### src/rtl/keypad_pkg.sv
// Shared definitions for the hex keypad scanner.
// State codes, column reset pattern and key lookup helpers.
package keypad_pkg;

  localparam logic [1:0] SCAN     = 2'd0;
  localparam logic [1:0] DEBOUNCE = 2'd1;
  localparam logic [1:0] RELEASE  = 2'd2;

  localparam logic [3:0] COL_RESET = 4'b1110;

  function automatic logic [3:0] key_lut(
    input logic [1:0] r,
    input logic [1:0] c
  );
    logic [3:0] k;
    case ({r, c})
      4'h0:    k = 4'h1;
      4'h1:    k = 4'h2;
      4'h2:    k = 4'h3;
      4'h3:    k = 4'hA;
      4'h4:    k = 4'h4;
      4'h5:    k = 4'h5;
      4'h6:    k = 4'h6;
      4'h7:    k = 4'hB;
      4'h8:    k = 4'h7;
      4'h9:    k = 4'h8;
      4'hA:    k = 4'h9;
      4'hB:    k = 4'hC;
      4'hC:    k = 4'hE;
      4'hD:    k = 4'h0;
      4'hE:    k = 4'hF;
      default: k = 4'hD;
    endcase
    return k;
  endfunction

  // Lowest-index zero; only meaningful when exactly one row is low.
  function automatic logic [1:0] zero_idx(input logic [3:0] r);
    logic [1:0] i;
    if (!r[0])      i = 2'd0;
    else if (!r[1]) i = 2'd1;
    else if (!r[2]) i = 2'd2;
    else            i = 2'd3;
    return i;
  endfunction

  function automatic logic one_zero(input logic [3:0] r);
    return $countones(~r) == 1;
  endfunction

  function automatic logic [3:0] col_drive(input logic [1:0] idx);
    return ~(4'b0001 << idx);
  endfunction

endpackage

### src/rtl/sync_2ff.sv
// Two-flop synchronizer for asynchronous board inputs.
// Reset loads a configurable idle value into both stages.
module sync_2ff #(
  parameter int         W       = 4,
  parameter logic [W-1:0] RST_VAL = '1
) (
  input  logic         clk,
  input  logic         rst_n,
  input  logic [W-1:0] d,
  output logic [W-1:0] q
);

  logic [W-1:0] meta;

  always_ff @(posedge clk) begin
    if (!rst_n) begin
      meta <= RST_VAL;
      q    <= RST_VAL;
    end else begin
      meta <= d;
      q    <= meta;
    end
  end

endmodule

### src/rtl/hex_keypad_scanner.sv
// 4x4 hex keypad scanner with tick-based debounce.
// Accepted keys shift into N, newest nibble at N[3:0].
module hex_keypad_scanner
  import keypad_pkg::*;
#(
  parameter int SCAN_DIV       = 20000,
  parameter int DEBOUNCE_TICKS = 4
) (
  input  logic        clk,
  input  logic        rst_n,
  input  logic [3:0]  row,
  input  logic        clr,
  output logic [3:0]  col,
  output logic [15:0] N,
  output logic [3:0]  key_code,
  output logic        key_valid
);

  localparam int DW = (SCAN_DIV > 1) ? $clog2(SCAN_DIV) : 1;
  localparam int CW = $clog2(DEBOUNCE_TICKS + 1);

  localparam logic [DW-1:0] DIV_MAX = DW'(SCAN_DIV - 1);
  localparam logic [CW-1:0] CNT_ACC = CW'(DEBOUNCE_TICKS - 1);
  localparam logic [CW-1:0] CNT_REL = CW'(DEBOUNCE_TICKS);

  logic [3:0]    row_s;
  logic [DW-1:0] div;
  logic          tick;
  logic [1:0]    state;
  logic [1:0]    col_idx;
  logic [1:0]    col_nxt;
  logic [1:0]    cap_col;
  logic [3:0]    cap_row;
  logic [CW-1:0] cnt;
  logic [CW-1:0] cnt_inc;
  logic [3:0]    key;

  sync_2ff #(
    .W       (4),
    .RST_VAL (4'hF)
  ) u_sync (
    .clk   (clk),
    .rst_n (rst_n),
    .d     (row),
    .q     (row_s)
  );

  assign tick    = (div == DIV_MAX);
  assign col_nxt = col_idx + 2'd1;
  assign cnt_inc = cnt + 1'b1;
  assign key     = key_lut(zero_idx(cap_row), cap_col);

  always_ff @(posedge clk) begin
    if (!rst_n) begin
      div       <= '0;
      state     <= SCAN;
      col_idx   <= 2'd0;
      col       <= COL_RESET;
      cap_row   <= 4'hF;
      cap_col   <= 2'd0;
      cnt       <= '0;
      N         <= 16'h0000;
      key_code  <= 4'h0;
      key_valid <= 1'b0;
    end else begin
      key_valid <= 1'b0;
      div       <= tick ? '0 : div + 1'b1;
      if (tick) begin
        unique case (state)
          SCAN: begin
            if (row_s == 4'hF) begin
              col_idx <= col_nxt;
              col     <= col_drive(col_nxt);
            end else begin
              cap_row <= row_s;
              cap_col <= col_idx;
              cnt     <= CW'(1);
              state   <= DEBOUNCE;
            end
          end
          DEBOUNCE: begin
            if (row_s != cap_row) begin
              state   <= SCAN;
              col_idx <= col_nxt;
              col     <= col_drive(col_nxt);
            end else if (cnt < CNT_ACC) begin
              cnt <= cnt_inc;
            end else begin
              if (one_zero(cap_row)) begin
                key_valid <= 1'b1;
                key_code  <= key;
                N         <= {N[11:0], key};
              end
              cnt   <= '0;
              state <= RELEASE;
            end
          end
          RELEASE: begin
            if (row_s != 4'hF) begin
              cnt <= '0;
            end else if (cnt_inc == CNT_REL) begin
              cnt     <= '0;
              state   <= SCAN;
              col_idx <= col_nxt;
              col     <= col_drive(col_nxt);
            end else begin
              cnt <= cnt_inc;
            end
          end
          default: state <= SCAN;
        endcase
      end
      // Clear wins over a same-cycle shift.
      if (clr) N <= 16'h0000;
    end
  end

endmodule
### config.mk
export PLATFORM = sky130hd
export DESIGN_NAME = hex_keypad_scanner
export DESIGN_NICKNAME = d
export VERILOG_FILES = /design/src/rtl/keypad_pkg.sv /design/src/rtl/sync_2ff.sv /design/src/rtl/hex_keypad_scanner.sv
export SDC_FILE = /design/constraint.sdc
export NUM_CORES = 1
export LEC_CHECK = 0
export BUFFER_PORTS_ARGS = -buffer_cell sky130_fd_sc_hd__buf_2
export CAP_MARGIN = 5
export CORE_MARGIN = 4
export CORE_UTILIZATION = 35
export DETAILED_ROUTE_END_ITERATION = 16
export PLACE_DENSITY_LB_ADDON = 0.1
export SLEW_MARGIN = 20
export SYNTH_ARGS = -nofsm -noshare
export SYNTH_HDL_FRONTEND = slang
export SYNTH_SLANG_ARGS = --single-unit
### constraint.sdc
create_clock -name clk -period 2.8 [get_ports clk]
set_input_delay 0 -clock clk [delete_from_list [all_inputs] [get_ports clk]]
set_output_delay 0 -clock clk [all_outputs]
set_load 0.005 [all_outputs]
---- Yosys cells after proc, flatten, opt, wreduce, memory -nomap -nowiden ----
Memories as Yosys holds them, arrays and structs flattened.
Cells that the tools add are included.
word-level totals
  logic and storage cells ................. 80
  memory bits (read-only) ................. 64
  memories ................................ 1
  register bits after elaboration ......... 61
cells by class
  magnitude comparators ................... 1
  equal/unequal tests ..................... 15
  reduce and logical (&&, ||, !) cells .... 10
  bitwise gates (word level) .............. 8
  shift operators ......................... 1
  multiplexer cells ....................... 26
  $add $sub $neg .......................... 6
memory list
  memory            words  bits a word  rd ports  clocked after Yosys merged registers in  wr ports  RTL line          text
  (name not given)  16     4            1         0                                        0         keypad_pkg.sv:16  case ({r, c})
operator list
  operator                                              count
  two-way mux 2 bit                                     11
  two-way mux 4 bit                                     4
  adder 15 x 1 -> 15 bit (second input constant)        1
  equality test 15 bit (second input constant)          1
  two-way mux 3 bit                                     5
  inequality test 2 bit (second input constant)         6
  one-hot mux 2 bit (3 select lines)                    2
  one-hot mux 4 bit (3 select lines)                    1
  AND reduction 5 bit                                   2
  one-hot mux 3 bit (3 select lines)                    1
  NOT 4 bit                                             2
  NOT 1 bit                                             6
  AND reduction 6 bit                                   1
  OR reduction 5 bit                                    1
  adder 1 x 1 -> 2 bit                                  2
  equality test 4 bit (second input constant)           1
  inequality test 4 bit                                 1
  inequality test 4 bit (second input constant)         1
  AND reduction 4 bit                                   1
  OR reduction 2 bit                                    2
  left shift 1 x 2 -> 4 bit (first input constant)      1
  adder 2 x 2 -> 3 bit                                  1
  adder 3 x 1 -> 3 bit (second input constant)          1
  equality test 3 x 1 -> 1 bit (second input constant)  1
  other kinds (10)                                      11

---- Depth between registers and ports, before layout ----
  depth in word-level cells ............... 6
  depth in mapped cells ................... 10

---- Hierarchy ----
Synthesis repeated with hierarchy kept, for this count alone.
second synthesis, totals
  cells, all modules ...................... 295
  area, all modules ....................... 2912.8 sq um
modules (own cells, without submodules)
  module              times used  cells an instance  sequential area each (sq um)  area an instance (sq um)
  hex_keypad_scanner  1           279                1061.0                        2702.6
  sync_2ff            1           16                 160.2                         210.2

---- Worst setup path after synthesis ----
No wires, ideal clock.
  path kind ............................... register to register
  start point ............................. reg cap_row[0]
  end point ............................... reg N[10]
  library setup time ...................... 0.128 ns
  setup slack ............................. -0.161 ns
  data required time ...................... 2.672 ns
  cell stages (with the launch flop) ...... 11
  arrival time ............................ 2.834 ns
  clock period less this slack ............ 2.961 ns
  cell sequence ........................... dfxtp_1 -> fa_1 -> inv_1 -> ha_1 -> ha_1 -> or4b_2 -> nor4_4 -> buf_6 -> buf_12 -> mux2i_1 -> nor2_1
between the ends
  cells in the longest elaborated chain, start to end .. 5
RTL lines
  item                                        RTL line                  text
  start: declaration                          hex_keypad_scanner.sv:33  logic [3:0] cap_row;
  start signal: assignment                    hex_keypad_scanner.sv:75  cap_row <= row_s;
  NOT 4 bit                                   keypad_pkg.sv:48          return $countones(~r) == 1;
  adder 1 x 1 -> 2 bit (implied by the code)  keypad_pkg.sv:48
  adder 2 x 2 -> 3 bit (implied by the code)  keypad_pkg.sv:48
  equality test 3 x 1 -> 1 bit                keypad_pkg.sv:48
  AND reduction 5 bit (no source line) *      -
  end signal: assignment                      hex_keypad_scanner.sv:92  N <= {N[11:0], key};
  end: declaration                            hex_keypad_scanner.sv:14  output logic [15:0] N,
Mark *: on every way between the ends. The rest lies on a longest branch, timed or not.
A chain may end at the register's enable or synchronous reset.

---- Worst setup path after layout ----
  start point ............................. reg cap_row[0]
  end point ............................... reg N[1]
between the ends
  cells in the longest elaborated chain, start to end .. 5
RTL lines
  item                                        RTL line
  NOT 4 bit                                   keypad_pkg.sv:48
  adder 1 x 1 -> 2 bit (implied by the code)  keypad_pkg.sv:48
  adder 2 x 2 -> 3 bit (implied by the code)  keypad_pkg.sv:48
  equality test 3 x 1 -> 1 bit                keypad_pkg.sv:48
  AND reduction 5 bit (no source line)        -
Several ways; a longest one is shown, not always the timed one.

==> PnR_summary.wiki <==
{| class="wikitable"
! Metric !! Value
|-
| Run status || completed
|-
| Antenna violations before repair || 0
|-
| Global-route wire length before repair || 9.81 mm
|-
| Clock transition time at the flip-flop clock pins of the worst setup and hold paths || 0.07 ns
|-
| Pint || 1230 µW
|-
| Antenna diodes || 0
|-
| Async set-reset flop share out of synthesis || 0%
|-
| Flip-flop and latch count after synthesis || 61
|-
| Average footprint of a synthesized cell || ~9.6 µm²
|-
| Count of H-tree levels built during CTS || 3
|-
| Final Routed Wirelength || between 5 and 6 mm
|-
| Routability Congestion || 0.761
|-
| Layout net count || 377
|-
| Post-synth design cell area || 2880 µm²
|-
| Library cells used by synthesis || 47
|-
| Number of synthesized flops with an enable pin || 0
|-
| Site row count || 32
|-
| I/O pins || 32
|-
| Instance count of the mapped netlist || approximately 300
|-
| CP max stage delay || 0.53 ns
|-
| Critical Path AT || 2.87 ns
|-
| Yosys warning count || 0
|-
| FF-to-FF End || N[1]$_SDFFE_PP0P_
|-
| Power per standard cell area || 471 nW/µm²
|-
| Clock tree from TritonCTS || built
|-
| Root buffer cell || clkbuf_8
|-
| Final standard cell count with taps included and fillers excluded || 457
|-
| Antenna-violating nets left || 0
|-
| Insertion delay of the later-clocked pin in the worst-skew pair || 0.34 ns
|-
| Cell depth of the worst flop-to-flop path || 11
|-
| Floorplan core area || 7850 µm²
|-
| Number of detailed-routing iterations run before antenna repair || 4
|-
| Actual transition at the worst max-transition pin || 0.608 ns
|-
| Fraction of power spent switching nets || 25.5%
|-
| Global router's overall resource usage || about an eighth
|-
| Half-perimeter wire length after detailed placement || ~4.0 mm
|-
| Number of global-route vias before repair || roughly 2,100
|-
| Part of the total power dissipated in combinational logic || 3.6%
|-
| Worst Setup SP || cap_row[0]$_SDFFE_PN1P_
|-
| Slowest CP cell || or4b_4
|-
| CP Max Fanout || 6
|-
| Min Clock Period, post-route || ~2.7 ns
|-
| Synth Net Count || 326
|-
| Hold violation total from the final report || 0
|-
| Predominant post-synthesis flop cell || dfxtp_1
|-
| Total congestion overflow || 0
|-
| Final cycle utilization of the critical path || between 90% and 100%
|-
| Chain of cells forming the critical path || fa_1, inv_1, ha_2, ha_4, or4b_4, nor4_4, buf_6, buf_4, buf_4, buf_6, a211oi_1
|-
| Initial cell density of the core || a little under two fifths
|-
| Final setup skew || 0.00892 ns
|-
| Iteration-0 DRC Markers || 32
|-
| Count of vias placed by the detailed router || 2,158
|-
| Largest net degree at the start of global routing || 19
|-
| End of the critical path || N[1]$_SDFFE_PP0P_
|-
| Share of post-route cells with drive strength above 1 || 21.1%
|-
| Kind of start point of the critical path || register
|-
| Die Span X || slightly below 100 µm
|-
| Reg-to-reg setup timing slack || 0.13 ns
|-
| Worst reg2reg startpoint || cap_row[0]$_SDFFE_PN1P_
|-
| Peak Freq || about 370 MHz
|-
| Die extent in y || ~100 µm
|-
| Layout area overhead || 21.6%
|-
| Total clock buffers created by CTS || 9
|-
| Leakage power || 0.00141 µW
|-
| Detailed-route DRC error count || 0
|-
| Ratio of routed vias to standard cells || 4.72
|-
| Clock network fraction of design power || 42.8%
|-
| Worst slew margin || between 50% and 60%
|-
| Critical path data required time || 3.00 ns
|-
| Clock sink count || 61
|-
| Number of max-cap violations || 0
|-
| Kind of capture point of the worst setup path || register
|-
| Number of buffers inserted by port buffering || 31
|-
| Total Neg Setup Slack || 0 ns
|-
| Clk buf depth || 2
|-
| Portion of total power attributed to sequential cells || 53.6%
|-
| Setup repair after global routing missed its margin || false
|-
| Final number of max-transition violations || 0
|-
| Final worst hold slack || 0.351 ns
|-
| Worst VDD drop || ~0.20 mV
|-
| Full die area || 9740 µm²
|-
| Count of placed standard cells including taps || 427
|-
| Net switching component of the power || 420 µW
|-
| Final routed wire length divided by cell count || 12.8 µm
|-
| Critical path type || register to register
|-
| Sequential cell area fraction in the yosys report || 42.4%
|-
| Class of the worst hold path || input port to register
|-
| Finish-stage setup viols || 0
|}
-- flip-flops by register name (all words and copies together), names as in the netlist, 3 cells and up --
name	flops
cnt	3
cap_row	4
col	4
key_code	4
div	15
N	16
u_sync.meta	4
u_sync.q	4
-- cell usage after synthesis (all sizes together) (3+ instances only) --
| master | instances | share of area [%] |
|---|---|---|
| dfxtp | 61 | 42 |
| nor2 | 36 | 5.0 |
| nand2 | 28 | 3.6 |
| mux2i | 21 | 7.3 |
| ha | 19 | 8.3 |
| inv | 16 | 2.1 |
| nand2b | 14 | 3.0 |
| o21ai | 12 | 2.1 |
| a21oi | 11 | 1.9 |
| xnor2 | 11 | 3.3 |
| nand4 | 9 | 2.5 |
| buf | 6 | 2.2 |
| clkbuf | 6 | 1.1 |
| nand3 | 6 | 1.0 |
| a211oi | 5 | 1.3 |
| nor3 | 4 | 0.87 |
| xor2 | 4 | 1.2 |
| and4 | 3 | 0.91 |
| mux2 | 3 | 1.6 |
| o211ai | 3 | 0.78 |
| or3 | 3 | 0.65 |
-- critical path, delay by kind of cell (launching register included) --
family                   cells  cell delay (ns)
buffers and inverters        5             0.54
adder cells (fa/ha/maj)      3             0.90
AO/OA/AOI/OAI                1             0.06
AND/OR/NAND/NOR              2             0.69
flip-flops                   1             0.33
-- routing by layer --
metal | global-route usage (%) | up-vias | part of all wire [%]
met5 | 0 | - | 0
met2 | 19.1 | 32 | 44
li1 | - | 1134 | -
met1 | 16.6 | 983 | 51
met3 | 4.18 | 9 | 3.8
met4 | 4.73 | 0 | 1.8
-- logic make-up (layout without fill, tap and decap cells) --
group	count (synthesis)	count (layout)	synth area share, %
mux	25	25	9.64
xor+xnor	15	15	4.56
flops	61	61	42.4
compound gates	37	37	8.04
fa+ha+maj	20	20	8.95
simple gates	113	113	21.0
buf+inv	28	84	5.39
-- worst min path at each step --
stage                       from                        end  slack, ns  cells past startpoint
final                        clr          N[3]$_SDFFE_PP0P_       0.35                      3
after global routing      row[3]  u_sync.meta[3]$_SDFF_PN1_       0.39                      3
after CTS                    clr          N[3]$_SDFFE_PP0P_       0.35                      3
after detailed placement  row[3]  u_sync.meta[3]$_SDFF_PN1_       0.18                      2
after global placement    row[0]  u_sync.meta[0]$_SDFF_PN1_       0.18                      2
after floorplan           row[0]  u_sync.meta[0]$_SDFF_PN1_       0.10                      1
-- through the flow --
| step | worst slack (ns) | utilization, % | power [µW] | cell area, µm² |
|---|---|---|---|---|
| 2_1_floorplan | 0.00475 | - | 941 | 2880 |
| 3_3_place_gp | -0.0153 | 40.0 | 956 | 3140 |
| 3_5_place_dp | -0.0893 | 40.0 | 957 | 3140 |
| 4_1_cts | 0.0137 | 44.0 | 1670 | 3450 |
| 5_1_grt | 0.00752 | 44.6 | 1720 | 3500 |
| 6_report | 0.127 | 44.6 | 1650 | 3500 |
-- cell type report --
| cell class | instances | area [µm²] |
|---|---|---|
| clock buffer | 10 | 128 |
| clock inverter | 6 | 47.5 |
| fill | 787 | 4340 |
| inverter | 16 | 60.1 |
| multi-input combinational | 210 | 1530 |
| sequential | 61 | 1220 |
| tap | 102 | 128 |
| timing repair buffer | 52 | 390 |
-- cells in the final DEF (no fill, tap or decap), drive strengths merged, types with 2 or more instances in the layout --
cell / instances
dfxtp: 61
buf: 43
nor2: 36
nand2: 28
mux2i: 21
ha: 19
inv: 18
nand2b: 14
o21ai: 12
a21oi: 11
xnor2: 11
clkbuf: 11
nand4: 9
dlygate4sd3: 8
nand3: 6
a211oi: 5
xor2: 4
nor3: 4
and4: 3
o211ai: 3
mux2: 3
or3: 3
clkinv: 3
or4: 2
nor4: 2
-- power by group through the flow --
stage	sequential (µW)	clock (µW)	combinational [µW]
final	884	706	59.8
after global routing	885	770	67.1
after CTS	884	728	60.5
after detailed placement	905	0	52.1
after global placement	905	0	51.8
after floorplan	901	0	39.9
-- what timing repair did --
action                                 4_1_cts  5_1_grt
cloned                                       2        1
pin swaps                                    2        1
buffers inserted                             2        1
endpoints found under the hold margin        7        0
setup endpoints to repair                   17       19
hold buffers                                 8        0
resized for setup                            0        6
Power figures use the tool's default switching activity.
